<file path="src/rtl/alu_logic_pkg.sv">
// Shared types and defaults for the ALU bitwise logic unit.
package alu_logic_pkg;

  typedef enum logic [1:0] {
    OP_AND = 2'b00,
    OP_OR  = 2'b01,
    OP_XOR = 2'b10,
    OP_NOT = 2'b11
  } logic_op_e;

  localparam int LOGIC_W_DEFAULT = 8;

endpackage

</file>
<file path="src/rtl/alu_logic_unit_if.sv">
// Operand/result bundle between the ALU front end and the logic unit.
// ALU_LOGIC_PARITY_EN adds the registered parity flag to the bundle.
interface alu_logic_unit_if #(
  parameter int WIDTH = alu_logic_pkg::LOGIC_W_DEFAULT
);

  logic             in_valid;
  logic [WIDTH-1:0] A;
  logic [WIDTH-1:0] B;
  logic [1:0]       S;
  logic             out_valid;
  logic [WIDTH-1:0] OUT;
  logic             zero;

`ifdef ALU_LOGIC_PARITY_EN
  logic             parity;

  modport master (output in_valid, A, B, S, input out_valid, OUT, zero, parity);
  modport slave  (input in_valid, A, B, S, output out_valid, OUT, zero, parity);
`else
  modport master (output in_valid, A, B, S, input out_valid, OUT, zero);
  modport slave  (input in_valid, A, B, S, output out_valid, OUT, zero);
`endif

endinterface

</file>
<file path="src/rtl/alu_logic_core.sv">
// Combinational bitwise function of opcode and operands; no state.
module alu_logic_core
  import alu_logic_pkg::*;
#(
  parameter int WIDTH = LOGIC_W_DEFAULT
) (
  input  logic [1:0]       s,
  input  logic [WIDTH-1:0] a,
  input  logic [WIDTH-1:0] b,
  output logic [WIDTH-1:0] result
);

  always_comb begin
    // NOTE: default assignment first so no path leaves result unassigned (no latch).
    result = ~a;
    case (logic_op_e'(s))
      OP_AND:  result = a & b;
      OP_OR:   result = a | b;
      OP_XOR:  result = a ^ b;
      // An unknown opcode falls through to NOT.
      default: result = ~a;
    endcase
  end

endmodule

</file>
<file path="src/rtl/alu_logic_unit.sv">
// Registered bitwise logic unit: one-cycle latency, valid in/out, zero flag.
// Define ALU_LOGIC_PARITY_EN to also register the result parity.
module alu_logic_unit
  import alu_logic_pkg::*;
#(
  parameter int WIDTH = LOGIC_W_DEFAULT
) (
  input logic            clk,
  input logic            rst_n,
  alu_logic_unit_if.slave bus
);

  logic [WIDTH-1:0] result;

  alu_logic_core #(
    .WIDTH (WIDTH)
  ) u_core (
    .s      (bus.S),
    .a      (bus.A),
    .b      (bus.B),
    .result (result)
  );

  // NOTE: registers use non-blocking assignments so every flop samples pre-edge values.
  always_ff @(posedge clk or negedge rst_n) begin
    if (!rst_n) begin
      bus.out_valid <= 1'b0;
      bus.OUT       <= '0;
      bus.zero      <= 1'b1;
    end else begin
      bus.out_valid <= bus.in_valid;
      if (bus.in_valid) begin
        bus.OUT  <= result;
        bus.zero <= (result == '0);
      end
    end
  end

`ifdef ALU_LOGIC_PARITY_EN
  always_ff @(posedge clk or negedge rst_n) begin
    if (!rst_n) begin
      bus.parity <= 1'b0;
    end else if (bus.in_valid) begin
      bus.parity <= ^result;
    end
  end
`endif

endmodule

</file>
<file path="src/flat_wrapper.sv">
// flat-port wrapper written by rule: the top's interface ports become plain ports
module alu_logic_unit_flat import alu_logic_pkg::*;
#(
  parameter int WIDTH = LOGIC_W_DEFAULT
)
  (clk, rst_n, bus_in_valid, bus_A, bus_B, bus_S, bus_out_valid, bus_OUT, bus_zero);
  alu_logic_unit_if #(.WIDTH(WIDTH)) bus_i ();
  input logic clk;
  input logic rst_n;
  input wire logic [$bits(bus_i.in_valid)-1:0] bus_in_valid;
  input wire logic [$bits(bus_i.A)-1:0] bus_A;
  input wire logic [$bits(bus_i.B)-1:0] bus_B;
  input wire logic [$bits(bus_i.S)-1:0] bus_S;
  output wire logic [$bits(bus_i.out_valid)-1:0] bus_out_valid;
  output wire logic [$bits(bus_i.OUT)-1:0] bus_OUT;
  output wire logic [$bits(bus_i.zero)-1:0] bus_zero;
  assign bus_i.in_valid = bus_in_valid;
  assign bus_i.A = bus_A;
  assign bus_i.B = bus_B;
  assign bus_i.S = bus_S;
  assign bus_out_valid = bus_i.out_valid;
  assign bus_OUT = bus_i.OUT;
  assign bus_zero = bus_i.zero;
  alu_logic_unit #(.WIDTH(WIDTH)) u_core (.clk(clk), .rst_n(rst_n), .bus(bus_i));
endmodule
</file>
<file path="config.mk">
export PLATFORM = sky130hd
export DESIGN_NAME = alu_logic_unit_flat
export DESIGN_NICKNAME = d
export VERILOG_FILES = /design/src/rtl/alu_logic_pkg.sv /design/src/rtl/alu_logic_unit_if.sv /design/src/rtl/alu_logic_core.sv /design/src/rtl/alu_logic_unit.sv /design/src/flat_wrapper.sv
export SDC_FILE = /design/constraint.sdc
export NUM_CORES = 1
export LEC_CHECK = 0
export CORE_MARGIN = 8
export CORE_UTILIZATION = 40
export CTS_CLUSTER_DIAMETER = 40
export CTS_CLUSTER_SIZE = 16
export DETAILED_ROUTE_END_ITERATION = 6
export GPL_TIMING_DRIVEN = 0
export PLACE_DENSITY = 0.85
export SYNTH_ARGS = -nofsm -noshare
export SYNTH_HDL_FRONTEND = slang
export SYNTH_SLANG_ARGS = --single-unit
export TNS_END_PERCENT = 1
</file>
<file path="constraint.sdc">
create_clock -name clk -period 0.8 [get_ports clk]
set_input_delay 0.16 -clock clk [delete_from_list [all_inputs] [get_ports clk]]
set_output_delay 0.16 -clock clk [all_outputs]
set_load 0.05 [all_outputs]
</file>
=== Word level (Yosys, flattened, before mapping) ===
Index checks and enable logic that the tools add are counted.

* Register bits after elaboration: 10
* Input port bits: 21
* Output and inout bits: 10

* Eq/ne operators: 2
* Multiplexer cells: 1
* Bitwise gates (word level): 4
* Reductions and logical operators: 2

{| class="wikitable"
|+ Operator list
! kind !! number
|-
| case mux 8 bit (3 select lines) || 1
|-
| bitwise AND 8 bit || 1
|-
| zero test 8 bit || 1
|-
| NOT 8 bit || 1
|-
| OR 8 bit || 1
|-
| XOR 8 bit || 1
|-
| == test 2 x 1 -> 1 bit (second input constant) || 1
|-
| == test 2 bit (second input constant) || 1
|-
| zero test 2 bit || 1
|}

=== Logic depth before layout (Yosys ltp) ===
* Depth in word-level cells: 3
* Gate-level depth with buffers: 6

=== By module ===
A second synthesis with hierarchy kept.

* Cell total of the unflattened synthesis: 74
* Area, all modules: 892.1 um2

{| class="wikitable"
|+ By module, submodules not included
! module !! instances !! cells an instance !! area an instance (um2)
|-
| alu_logic_core || 1 || 50 || 493.0
|-
| alu_logic_unit || 1 || 24 || 399.1
|}

=== Least setup slack after synthesis ===
Ideal clock, no wire load.

* Path kind: input port to flip-flop
* Start: input port bus_B[2]
* End: register u_core.bus.zero
* Arrival: 1.351 ns
* Required time: 0.737 ns
* Slack: -0.613 ns
* Cell stages on the path: 5
* Path buffers: 0
* Path through: inv_1 -> ha_1 -> mux4_2 -> nor4b_2 -> a32o_1

* Longest elaborated chain between the ends: 3

{| class="wikitable"
|+ Ends and longest elaborated chain
! what !! RTL line !! text
|-
| start: declaration || flat_wrapper.sv:12 || <nowiki>input wire logic [$bits(bus_i.B)-1:0] bus_B;</nowiki>
|-
| XOR 8 bit, or another cell as far along || alu_logic_core.sv:19 || <nowiki>OP_XOR: result = a ^ b;</nowiki>
|-
| case mux 8 bit (3 select lines) (*) || alu_logic_core.sv:16 || <nowiki>case (logic_op_e'(s))</nowiki>
|-
| zero test 8 bit (*) || alu_logic_unit.sv:34 || <nowiki>bus.zero <= (result == '0);</nowiki>
|-
| end signal: assignment || alu_logic_unit.sv:34 ||
|-
| end: declaration || alu_logic_unit_if.sv:22 || <nowiki>modport slave (input in_valid, A, B, S, output out_valid, OUT, zero);</nowiki>
|}

Mark *: on every way between the ends. The rest lies on a longest branch, timed or not.
A chain may end at the register's enable or synchronous reset.

=== Final worst setup path ===
* Start: input port bus_B[1]
* End: register u_core.bus.zero

Same word-level chain as after synthesis.

==> metrics.cfg <==
[run_status]
status=complete, but fails checks
failed_checks=setup timing

[power_and_ir_drop]
clock_power_share=0.225
p_leak_nw=0.6663
internal-power_mw=1.280
switching_share=0.3555
irDropWorstVdd_uv=735.7
seqPwrFrac=0.316
p_per_area_nw_per_um2=1404
comb_power_share=0.459
power.switching_uw=705.9

[critical_path]
worst-path-max-fanout=2
critical_path.endpoint_type=register
critPathArrivalTime_ns=1.46
critPathRequiredTime_ns=1.01
critPathLaunchType=input port
path_class=input port to register

[cells_and_area]
layout.cells.most_common=sky130_fd_sc_hd__buf_6
postLayoutCellArea_um2=1414
area.growth.synth_to_final_pct=58.49
final_instance_count_without_filler_cells=138
final_util=0.6517
number_of_nets_in_the_finished_design=148
layout_cells_sized_above_1=0.6636
layout_common_cells=sky130_fd_sc_hd__buf_6, sky130_fd_sc_hd__inv_1, sky130_fd_sc_hd__ha_1, sky130_fd_sc_hd__dfrtp_1
n_fill_cell=183
antenna_cells_inserted=0

[placement]
placement.io_buffers=28
pre_cts_ws_ns=-1.318
gpl.final_weighted_congestion=0.6938
dpl_cell_area_um2=1241
cell_total_after_placement=133
post-dp-hpwl_um=1494

[logic_synthesis]
yosysSeqAreaShare=0.2819
post_synth_instance_area_um2=892.1
synth_xor_xnor_area_share=0
yosys.area_share.adder=0.2244
syn_avg_cell_area_um2=11.59
syn_inst=77
synth_top_family_by_area=multiplexers
synth_compound_gate_area_share=0.01683
synth_simple_gate_area_share=0.03927
library_cells_used_by_synthesis=15
ys_ff_latch=10
synth.yosys.warnings=0
synthMuxAreaShare=0.2987
synth.net_count=114

[floorplanning]
die_h_um=63.23
dieArea_um2=3997
row_count=17
die-width_um=63.23
coreArea_um2=2170
pin_count=31
start_util=0.4112

[timing]
minimum_hold_slack_ns=0.1990
worst_clock_skew_ns=0
timing.final.setup_violations=19
layout_worst_path_cycle_share=1.569
final_hold_viol_count=0
highest_achievable_clock_rate_mhz=796.5
worst_slack_ns=-0.4555
timing_worst_slew_pin_value_ns=0.4283
timing.slew.headroom=0.7136
period_minus_slack_ns=1.255
grt_setup_unrepaired=true
final-max-slew-violation-count=0

[grt]
antenna_found_initial=0
gr-usage-all-layers=0.09580
grt_total_ovfl=0
grt_max_degree=11
grt_pass1_wl_um=3139
first_global_vias=764

[detailed_routing]
vias=657
route.final.wire_length_um=1914
route.antenna.remaining_nets=0
viasPerCell=4.761
drt_iter0_markers=5
final_routed_wire_length_divided_by_cell_count_um=13.87
firstDrtPassIters=2
route.detailed.drc=0

[job]
maxCapViolCount=0

[cts]
max_clock_buf_depth=2
cts.sink_count=10
cts-htree-levels=1
cts_tree=built
cts.clk_slew.worst_paths_ns=0.06
clock_buffers_created_by_tritoncts=3
insertion_delay_ns=0.26
root_buffer=sky130_fd_sc_hd__clkbuf_4

[worst_hold_path]
type_of_the_tightest_min_delay_check=input port to asynchronous set/reset pin

## synthesized netlist by cell type, drive strengths merged
master	instances	area share
dfrtp	9	0.25
o21ai	1	0.0056
nor2	3	0.013
ha	16	0.22
nor3	1	0.0056
buf	3	0.029
mux4	8	0.22
mux2	6	0.076
a32o	1	0.011
inv	26	0.11
dfstp	1	0.029
nand2	1	0.0042
nor4b	1	0.017
## repair_timing
action	4_1_cts	5_1_grt
setup endpoints to repair	19	19
pin swaps	10	5
hold buffers	0	0
setup buffers	0	1
resized for setup	155	26
## routing by layer
metal	vias up	global-route usage	routed length [µm]
li1	315	-	-
met1	315	0.09300	751
met2	22	0.1754	998
met3	5	0.02120	103
met4	0	0.06685	61
met5	-	0	0
## final timing paths
kind	end	from	slack [ns]	cells past startpoint
hold reg to reg	u_core.bus.OUT[2]	u_core.bus.OUT[2]	0.52	1
setup reg to reg	u_core.bus.OUT[1]	u_core.bus.OUT[1]	-0.01	1
min in group clk	u_core.bus.OUT[7]	bus_S[1]	0.34	3
hold / removal	u_core.bus.OUT[6]	rst_n	0.20	1
max in group asynchronous	u_core.bus.zero	rst_n	0.27	1
setup / recovery	u_core.bus.zero	bus_B[1]	-0.46	6
## state kept, by name, summed over array words and instances (netlist names)
register,count
u_core.bus.OUT,8
u_core.bus.out_valid,1
u_core.bus.zero,1
## per-stage QoR
stage / power [mW] / setup TNS (ns)
final: 1.985 / -5.028
after floorplan: 1.105 / -4.141
after global routing: 2.083 / -5.465
after global placement: 1.395 / -14.57
after CTS: 1.956 / -5.695
after detailed placement: 1.420 / -15.00
## kinds of logic after synthesis
logic type,count (synthesis)
and+or+nand+nor,6
muxes,14
DFF,10
AOI/OAI and AO/OA,2
adders and majority gates,16
buffers and inverters,29
## critical path, stage by stage
cell and delay [ns]:
sky130_fd_sc_hd__buf_8 0.10, sky130_fd_sc_hd__inv_4 0.04, sky130_fd_sc_hd__ha_4 0.18, sky130_fd_sc_hd__mux4_2 0.49, sky130_fd_sc_hd__nor4b_4 0.28, sky130_fd_sc_hd__a32o_1 0.20
## power by group through the flow
stage,logic [mW],clock network [mW],registers (mW)
floorplan,0.253,0,0.852
global placement,0.780,0,0.615
finish,0.911,0.447,0.627
global route,0.970,0.479,0.634
CTS,0.881,0.456,0.619
detailed placement,0.800,0,0.620
## cell type report
type                       count  area (µm²)  share of cell area
buffer                         3       30.03             0.02124
sequential                    10       251.5              0.1779
tap                           28       35.03             0.02478
clock buffer                   4       36.28             0.02566
inverter                      26       135.1             0.09558
timing repair buffer          29       321.6              0.2274
multi-input combinational     38       604.3              0.4274
Note: power is estimated with default switching activity, not from simulation.
